<file path="config.mk">
export PLATFORM = sky130hd
export DESIGN_NAME = mem_bus_arbiter
export DESIGN_NICKNAME = d
export VERILOG_FILES = /design/src/rtl/mips_bus_pkg.sv /design/src/rtl/rr_arb2.sv /design/src/rtl/mem_bus_arbiter.sv
export SDC_FILE = /design/constraint.sdc
export NUM_CORES = 1
export LEC_CHECK = 0
export CORE_UTILIZATION = 43
export CTS_CLUSTER_SIZE = 8
export DETAILED_ROUTE_END_ITERATION = 16
export GPL_TIMING_DRIVEN = 1
export PLACE_DENSITY = 0.87
export SYNTH_ARGS = -nofsm -noshare
export SYNTH_HDL_FRONTEND = slang
export SYNTH_SLANG_ARGS = --single-unit
</file>
<file path="constraint.sdc">
create_clock -name CLK -period 5.8 [get_ports CLK]
set_input_delay 1.16 -clock CLK [delete_from_list [all_inputs] [get_ports CLK]]
set_output_delay 1.16 -clock CLK [all_outputs]
set_load 0.02 [all_outputs]
</file>
<file path="src/rtl/mips_bus_pkg.sv">
// ---------------------------------------------------------------------------
// mips_bus_pkg
//   Shared definitions for the data-memory bus arbiter of the MIPS CPU.
//   - bus_state_t : transaction sequencer states
//   - BUS_WR/BUS_RD : WR_RD encoding used by both masters and the memory
//   - CNT_W : width of the memory-latency wait counter (MEM_LAT up to 15)
// ---------------------------------------------------------------------------
package mips_bus_pkg;

    typedef enum logic [1:0] {
        S_IDLE   = 2'd0,
        S_ACCESS = 2'd1,
        S_WAIT   = 2'd2,
        S_DONE   = 2'd3
    } bus_state_t;

    localparam logic BUS_WR = 1'b1;
    localparam logic BUS_RD = 1'b0;

    localparam int CNT_W = 4;

endpackage

</file>
<file path="src/rtl/rr_arb2.sv">
// ---------------------------------------------------------------------------
// rr_arb2
//   Combinational two-way round-robin pick.
//   Ports:
//     req       in  [1:0]  request vector, bit i = master i
//     last      in         index of the master granted most recently
//     gnt_idx   out        index of the winning master
//     gnt_valid out        at least one request is present
//   On a tie the master that was not granted last wins. The LAST state
//   itself lives in the parent so this block stays purely combinational.
// ---------------------------------------------------------------------------
module rr_arb2 (
    input  logic [1:0] req,
    input  logic       last,
    output logic       gnt_idx,
    output logic       gnt_valid
);

    always_comb begin
        gnt_valid = |req;
        gnt_idx   = 1'b0;
        case (req)
            2'b01:   gnt_idx = 1'b0;
            2'b10:   gnt_idx = 1'b1;
            2'b11:   gnt_idx = ~last;
            default: gnt_idx = 1'b0;
        endcase
    end

endmodule

</file>
<file path="src/rtl/mem_bus_arbiter.sv">
// ---------------------------------------------------------------------------
// mem_bus_arbiter
//   Shares the single-ported data memory bus between the CPU data port (M0)
//   and a secondary master (M1). Round-robin arbitration; each grant runs a
//   fixed-latency transaction: IDLE -> ACCESS (CS) -> MEM_LAT x WAIT -> DONE
//   (one-cycle ACK) -> IDLE.
//   Parameters:
//     ADDR_W, DATA_W : bus widths
//     MEM_LAT        : cycles from the CS cycle to valid Data_BUS_READ (1..15)
//   Ports:
//     CLK, RST (synchronous, active low)
//     Mx_REQ/Mx_WR_RD/Mx_ADDR/Mx_WDATA  master requests, held until ACK
//     Mx_ACK/Mx_RDATA                   completion pulse and read data
//     CS/WR_RD/ADDR/Data_BUS_WRITE      memory-side request (CS qualifies)
//     Data_BUS_READ                     memory read data
//     BUSY                              sequencer not in IDLE
//   Every output is driven straight from a register.
// ---------------------------------------------------------------------------
module mem_bus_arbiter
    import mips_bus_pkg::*;
#(
    parameter int ADDR_W  = 32,
    parameter int DATA_W  = 32,
    parameter int MEM_LAT = 1
) (
    input  logic              CLK,
    input  logic              RST,
    input  logic              M0_REQ,
    input  logic              M0_WR_RD,
    input  logic [ADDR_W-1:0] M0_ADDR,
    input  logic [DATA_W-1:0] M0_WDATA,
    output logic              M0_ACK,
    output logic [DATA_W-1:0] M0_RDATA,
    input  logic              M1_REQ,
    input  logic              M1_WR_RD,
    input  logic [ADDR_W-1:0] M1_ADDR,
    input  logic [DATA_W-1:0] M1_WDATA,
    output logic              M1_ACK,
    output logic [DATA_W-1:0] M1_RDATA,
    output logic              CS,
    output logic              WR_RD,
    output logic [ADDR_W-1:0] ADDR,
    output logic [DATA_W-1:0] Data_BUS_WRITE,
    input  logic [DATA_W-1:0] Data_BUS_READ,
    output logic              BUSY
);

    localparam logic [CNT_W-1:0] LAT_LOAD = CNT_W'(MEM_LAT);
    localparam logic [CNT_W-1:0] CNT_ONE  = CNT_W'(1);

    bus_state_t        state_reg, state_next;
    logic              last_reg, last_next;
    logic              winner_reg, winner_next;
    logic [CNT_W-1:0]  cnt_reg, cnt_next;
    logic              cs_reg, cs_next;
    logic              wr_rd_reg, wr_rd_next;
    logic [ADDR_W-1:0] addr_reg, addr_next;
    logic [DATA_W-1:0] wdata_reg, wdata_next;
    logic              busy_reg;

    // Single-cycle strobes from the WAIT->DONE transition, consumed by the
    // per-master ACK / RDATA registers.
    logic              ack_set;
    logic              rd_capture;

    logic [1:0]        req_vec;
    logic              gnt_idx;
    logic              gnt_valid;

    assign req_vec = {M1_REQ, M0_REQ};

    rr_arb2 u_arb (
        .req       (req_vec),
        .last      (last_reg),
        .gnt_idx   (gnt_idx),
        .gnt_valid (gnt_valid)
    );

    // Next-state and next-output logic
    always_comb begin
        state_next  = state_reg;
        last_next   = last_reg;
        winner_next = winner_reg;
        cnt_next    = cnt_reg;
        cs_next     = 1'b0;
        wr_rd_next  = wr_rd_reg;
        addr_next   = addr_reg;
        wdata_next  = wdata_reg;
        ack_set     = 1'b0;
        rd_capture  = 1'b0;

        case (state_reg)
            S_IDLE: begin
                if (gnt_valid) begin
                    winner_next = gnt_idx;
                    last_next   = gnt_idx;
                    wr_rd_next  = gnt_idx ? M1_WR_RD : M0_WR_RD;
                    addr_next   = gnt_idx ? M1_ADDR  : M0_ADDR;
                    wdata_next  = gnt_idx ? M1_WDATA : M0_WDATA;
                    // CS is registered, so it is raised here to be high
                    // throughout the ACCESS cycle.
                    cs_next     = 1'b1;
                    state_next  = S_ACCESS;
                end
            end
            S_ACCESS: begin
                cnt_next   = LAT_LOAD;
                state_next = S_WAIT;
            end
            S_WAIT: begin
                cnt_next = cnt_reg - CNT_ONE;
                // "<=" rather than "==" so a zero count can never wrap and
                // stall the bus.
                if (cnt_reg <= CNT_ONE) begin
                    state_next = S_DONE;
                    ack_set    = 1'b1;
                    rd_capture = (wr_rd_reg == BUS_RD);
                end
            end
            S_DONE: begin
                state_next = S_IDLE;
            end
            default: begin
                state_next = S_IDLE;
            end
        endcase
    end

    // Sequencer and memory-side registers
    always_ff @(posedge CLK) begin
        if (!RST) begin
            state_reg  <= S_IDLE;
            last_reg   <= 1'b1;
            winner_reg <= 1'b0;
            cnt_reg    <= '0;
            cs_reg     <= 1'b0;
            wr_rd_reg  <= 1'b0;
            addr_reg   <= '0;
            wdata_reg  <= '0;
            busy_reg   <= 1'b0;
        end else begin
            state_reg  <= state_next;
            last_reg   <= last_next;
            winner_reg <= winner_next;
            cnt_reg    <= cnt_next;
            cs_reg     <= cs_next;
            wr_rd_reg  <= wr_rd_next;
            addr_reg   <= addr_next;
            wdata_reg  <= wdata_next;
            busy_reg   <= (state_next != S_IDLE);
        end
    end

    // Per-master ACK pulse and read-data holding register
    for (genvar gi = 0; gi < 2; gi++) begin : gen_master
        localparam logic IDX = 1'(gi);
        logic              ack_q;
        logic [DATA_W-1:0] rdata_q;

        always_ff @(posedge CLK) begin
            if (!RST) begin
                ack_q   <= 1'b0;
                rdata_q <= '0;
            end else begin
                ack_q <= ack_set && (winner_reg == IDX);
                // RDATA only moves on a read completion for this master;
                // otherwise it holds the last value read.
                if (rd_capture && (winner_reg == IDX)) begin
                    rdata_q <= Data_BUS_READ;
                end
            end
        end
    end

    assign M0_ACK         = gen_master[0].ack_q;
    assign M0_RDATA       = gen_master[0].rdata_q;
    assign M1_ACK         = gen_master[1].ack_q;
    assign M1_RDATA       = gen_master[1].rdata_q;
    assign CS             = cs_reg;
    assign WR_RD          = wr_rd_reg;
    assign ADDR           = addr_reg;
    assign Data_BUS_WRITE = wdata_reg;
    assign BUSY           = busy_reg;

endmodule

</file>
==> results of run 1 <==
## per-layer routing
metal / global-route usage / vias to the layer above
li1: - / 2807
met1: 0.296 / 2692
met2: 0.454 / 247
met3: 0.108 / 38
met4: 0.141 / 0
met5: 0 / -
## stage by stage
| step | setup WS (ps) | power, W | cells | cell area [um^2] | utilization |
|---|---|---|---|---|---|
| 4_1_cts | 2770 | 0.00409 | 1117 | 9270 | 0.729 |
| 6_report | 2730 | 0.00407 | 1118 | 9270 | 0.729 |
| 5_1_grt | 2560 | 0.00430 | 1118 | 9270 | 0.729 |
| 3_5_place_dp | 2320 | 0.00295 | 1085 | 8660 | 0.681 |
| 3_3_place_gp | 2350 | 0.00293 | 1085 | 8660 | 0.681 |
| 2_1_floorplan | 3530 | 0.00226 | 666 | 5680 | - |
## cell type report
type | count | area, um^2 | area share
Antenna cell | 1 | 2.50 | 0.000270
Multi-Input combinational cell | 465 | 2590 | 0.280
Clock buffer | 19 | 443 | 0.0478
Inverter | 4 | 15.0 | 0.00162
Tap cell | 172 | 215 | 0.0232
Sequential cell | 141 | 2820 | 0.304
Timing Repair Buffer | 303 | 3020 | 0.325
Clock inverter | 13 | 165 | 0.0178
## final timing paths
path                start  cells past startpoint  slack (ps)            to
max                M0_REQ                      5        2730      ADDR[16]
min          M0_RDATA[21]                      2         460  M0_RDATA[21]
max reg2reg  state_reg[0]                      5        3360  M0_RDATA[31]
min reg2reg  M0_RDATA[21]                      2         460  M0_RDATA[21]
## cells in the final DEF, fill, tap and decap left out, drive strengths merged, types with 4 or more instances in the layout
| cell type | n |
|---|---|
| inv | 6 |
| dfxtp | 141 |
| clkinv | 4 |
| buf | 6 |
| clkinvlp | 4 |
| a21oi | 131 |
| nand2 | 163 |
| ha | 5 |
| clkdlybuf4s50 | 297 |
| clkbuf | 19 |
| o21ai | 71 |
| mux2i | 64 |
## worst max-delay path, delay by kind of cell
family / cells / cell delay (ps)
compound gates: 3 / 1240
buf+inv: 2 / 980
## power by group
group | leakage [nW] | switching, W | total, W | internal (W)
Sequential | 1.16 | 0.000134 | 0.00134 | 0.00121
Combinational | 2.23 | 0.000889 | 0.00161 | 0.000718
Clock | 0.286 | 0.000429 | 0.00112 | 0.000690
Total | 3.68 | 0.00145 | 0.00407 | 0.00262
## cells by family (layout without fill, tap and decap cells)
| logic type | after synthesis | in the layout |
|---|---|---|
| other cells | 0 | 1 |
| compound gates | 215 | 215 |
| buf+inv | 60 | 339 |
| mux | 64 | 64 |
| simple gates | 181 | 181 |
| flops | 141 | 141 |
| fa+ha+maj | 5 | 5 |
==> results.md, run 1 <==
- Maximum VDD drop: ~0.29 mV
- Post-Synth Adder-Cell Area: 0.0110
- Via density: 5.17
- Syn nets: roughly 840
- Complex-gate fraction of the synthesized area: 0.195
- Slew Viols, Final: 0
- Ranking of synthesized cells by area: dfxtp_1 (50%), a21oi_1 (12%), mux2i_1 (11%), nand2_1 (11%), o21ai_0 (6.3%)
- Cts repair resizes: 0
- Slew headroom: 0.208
- XOR/XNOR Fraction of Synth Area: 0
- DRC viols: 0
- Crit path largest cell delay: 970 ps
- Top-Level Pins: 299
- DR vias: a little under 6k
- Worst-skew pair later-pin latency: approximately 420 ps
- Worst-path clk slew: 60 ps
- Status: complete, no violations
- Filler cell count: around 970
- Wirelength per Cell: 16.9 um
- Clk_skew: between 8 and 9 ps
- First-pass GRT wire length: roughly 28000 um
- Area growth, synth to finish: 63.3%
- Cells along the critical path: clkdlybuf4s50_1 -> o21ai_4 -> buf_4 -> a21oi_1 -> a21oi_1
- WP data required: about 6100 ps
- Vias in the first global route: around 5.6k
- Top_reg_cell synth: dfxtp_1
- I/O Buffers: slightly below 300
- WL met2: 9250 um
- Critical-path top delay cell: o21ai_4
- Hold Fails Final Rpt: 0
- # setup viols final: 0
- Mux cell area share after synthesis: 0.113
- Mapped Cells: 666
- Drt pass-1 iters: 4
- Hold Slack: between 400 and 500 ps
- Setup Fix Bufs, Post-CTS: 0
- Synth Register Bits: 141
- Die W: 117 um
- Startpoint Class: input pin
- Hold Path Class: reg2reg
- Critical Path End Type: flip-flop
- CTS Root Cell: clkbuf_16
- Synth area leader: dfxtp_1
- CTS tree: built
- Initial core utilization: 0.446
- Post-Route M1 WL: ~7100 um
- Synth warn: 0
- Final worst path period need: between 3000 and 4000 ps
- MaxCap Viol Count: 0
- Largest family of logic cells by synthesized area: compound AO/OA/AOI/OAI gates
- Die Area: between 10000 and 15000 um^2
- CTS Buf Count: 17
- Layout Nets: roughly 1.1k
- Mapped Avg Cell Area: about 8.5 um^2
- Final TNS setup: 0 ps
- Final period utilization: 0.529
- CP Class: in2reg
- Initial antenna violation count: 1
- GRT Total Usage: 0.271
- Leakage: about 3.7 nW
- Antenna-violating nets left: 0
- Post-Synth Simple-Gate Area: 0.134
- Synth unique cells: 35
- Max clock buf depth: 2
- Initial DRC count: 416
- Core Box Area: 12700 um^2
- Fmax: about 0.33 GHz
- DR WL met3: ~1900 um
- Worst EP arrival: ~3400 ps
- Seq/Total Area, Yosys: 0.497
- H-tree depth: 4
- Share of layout cells above drive strength 1: 0.0476
- Most used cell, CP: a21oi_1
- Die Y: approximately 120 um
- Fraction of synthesized cell area taken by the top area cell type: 0.497
- DP Wirelength: roughly 13000 um
- WL final: around 19000 um
- Grt ovf: 0
- Asr flop ratio synth: 0
- CP max FO: 47
- RSZ-0062 raised after global routing: false
- Hold buffer count at CTS: 0
- Clock sinks: around 140
- Uppermost routed layer: met4
- # rows: 41
- GP Congestion: 0.849
- Synthesized area: roughly 5700 um^2
- EDFF count, synth: 0
- PwrDens: between 400 and 500 nW/um^2
- Largest net degree at the start of global routing: around 110
- Worst slew pin tran: approximately 1200 ps
- Most common cell in the netlist: nand2_1
- Top post-synthesis cells by count: nand2_1 (163), dfxtp_1 (141), a21oi_1 (131), o21ai_0 (71), mux2i_1 (64)
Note: power is estimated with default switching activity, not from simulation.
==> inputs of run 2 (changes only) <==
--- a/config.mk
+++ b/config.mk
@@ -5,11 +5,11 @@
 export SDC_FILE = /design/constraint.sdc
 export NUM_CORES = 1
 export LEC_CHECK = 0
-export CORE_UTILIZATION = 43
+export CORE_UTILIZATION = 40
 export CTS_CLUSTER_SIZE = 8
 export DETAILED_ROUTE_END_ITERATION = 16
 export GPL_TIMING_DRIVEN = 1
-export PLACE_DENSITY = 0.87
+export PLACE_DENSITY = 0.81
 export SYNTH_ARGS = -nofsm -noshare
 export SYNTH_HDL_FRONTEND = slang
 export SYNTH_SLANG_ARGS = --single-unit
==> constraint.sdc (replaced) <==
create_clock -name CLK -period 3.21 [get_ports CLK]
set_input_delay 0.642 -clock CLK [delete_from_list [all_inputs] [get_ports CLK]]
set_output_delay 0.642 -clock CLK [all_outputs]
set_load 0.02 [all_outputs]
==> run 2 against run 1 <==
- utilization is 5.4 points lower
- highest routed layer unchanged
- power is 81% higher
- sequential share of layout area is 0.33 points lower
- combinational power grew 84%
- critical path type is now reg2reg
- die area up 7.4%
- register-to-register slack worse by 2500 ps
- setup slack got worse by 1900 ps
- via count fell by 0.86%
- non-clock buffer count rose by 6
- final area rose by 1.1%
- cell count up 1.3%
- clock-buffer cell count is 3 higher
==> results.md, run 2 (synthesized netlist as in run 1, its figures left out) <==
- Crit path largest cell delay: ~820 ps
- Most frequent cells in the layout: clkdlybuf4s50_1 (297), nand2_1 (163), dfxtp_1 (141)
- Initial DRC count: 450
- Cell internal pwr: 0.00479 W
- Worst-path clk slew: about 60 ps
- Final worst path period need: 2380 ps
- Core Box Area: around 14000 um^2
- Filler cell count: 1130
- Reg power frac: 0.328
- Startpoint Class: flip-flop
- WP data required: roughly 3500 ps
- Share of layout cells above drive strength 1: 0.0505
- GRT Total Usage: 0.248
- Slew headroom: 0.594
- Antenna-violating nets left: 0
- CTS tree: built
- Initial antenna violation count: 2
- Placed Cells: ~1.1k
- Worst EP arrival: around 2700 ps
- Non-Filler Instances: 1132
- Initial core utilization: 0.409
- Hold buffer count at CTS: 0
- Layout Nets: 1109
- CP Class: reg2reg
- Cts repair resizes: 0
- CTS Root Cell: clkbuf_16
- Max clock buf depth: 2
- FF+latch area: roughly 2800 um^2
- Hold Fails Final Rpt: 0
- Drt pass-1 iters: 4
- Area growth, synth to finish: 65.1%
- Fmax: 0.420 GHz
- Slew Viols, Final: 0
- GP Congestion: around 0.8
- Net switching power: 0.00260 W
- Hold Path Class: reg2reg
- Wirelength per Cell: 16.3 um
- Grt ovf: 0
- Critical-path top delay cell: or4_4
- Final period utilization: 0.742
- Commonest non-fill, non-tap cell in the layout: clkdlybuf4s50_1
- Vias in the first global route: 5542
- Clock sinks: about 140
- Worst slew pin tran: between 600 and 700 ps
- Die W: about 120 um
- Clk_skew: 11.7 ps
- CTS Buf Count: 17
- Largest net degree at the start of global routing: 67
- DR vias: 5734
- Top-Level Pins: 299
- Die Area: approximately 15000 um^2
- Via density: 5.07
- Status: complete, no violations
- Worst-skew pair later-pin latency: between 400 and 500 ps
- DP Wirelength: around 12000 um
- Hold Slack: between 400 and 500 ps
- # rows: 43
- Maximum VDD drop: 0.555 mV
- Final TNS setup: 0 ps
- Pre-CTS WS: 776 ps
- Clock share of power: 0.271
- H-tree depth: 4
- Leakage: around 3.7 nW
- I/O Buffers: 298
- Combinational fraction of design power: 0.402
- Post-route setup slack: ~830 ps
- RSZ-0062 raised after global routing: false
- MaxCap Viol Count: 0
- First-pass GRT wire length: about 28000 um
- Switching Fraction: 0.352
- CP max FO: 32
- DRC viols: 0
- Critical Path End Type: flip-flop
- Die Y: 121 um
- PwrDens: roughly 790 nW/um^2
- Setup Fix Bufs, Post-CTS: 0
- Cells along the critical path: inv_1 -> ha_1 -> or3b_1 -> or4_4 -> mux2i_1
- WL final: 18500 um
- Total power draw: approximately 0.0074 W
- Area of the multi-input gates: roughly 2600 um^2
- # setup viols final: 0
[run 2: critical path: cells and delay by family (launching register included)]
family / cells / cell delay, ps
fa+ha+maj: 1 / 270
buf+inv: 1 / 120
flops: 1 / 320
mux: 1 / 210
simple gates: 2 / 1300
[run 2: cell type report]
cell class	instances	share of cell area
clock inverter	9	0.0147
timing repair buffer	309	0.332
sequential	141	0.301
tap	180	0.0240
antenna	2	0.000534
multi-input combinational	465	0.277
inverter	4	0.00160
clock buffer	22	0.0495
[run 2: per-layer routing]
layer | wire (um) | GRT usage
met1 | 7260 | 0.275
met2 | 8920 | 0.405
met3 | 1780 | 0.107
met4 | 516 | 0.124
met5 | 0 | 0
[run 2: worst paths after layout]
| check | slack [ps] | depth (start not counted) | from | endpoint |
|---|---|---|---|---|
| hold reg to reg | 460 | 2 | M1_RDATA[9] | M1_RDATA[9] |
| setup reg to reg | 830 | 5 | state_reg[0] | M0_RDATA[27] |
| setup / recovery | 830 | 5 | state_reg[0] | M0_RDATA[27] |
| hold / removal | 460 | 2 | M1_RDATA[9] | M1_RDATA[9] |
[run 2: metrics by stage]
| step | instance area, um^2 | utilization |
|---|---|---|
| finish | 9380 | 0.675 |
| global route | 9380 | 0.675 |
| CTS | 9370 | 0.675 |
| detailed placement | 8770 | 0.632 |
| global placement | 8770 | 0.632 |
| floorplan | 5680 | - |
[run 2: power groups by stage]
stage                     combinational, W  sequential [W]  clock [W]
final                              0.00296         0.00242    0.00200
after global routing               0.00320         0.00247    0.00212
after CTS                          0.00297         0.00242    0.00204
after detailed placement           0.00295         0.00243          0
after global placement             0.00292         0.00244          0
after floorplan                    0.00120         0.00289          0
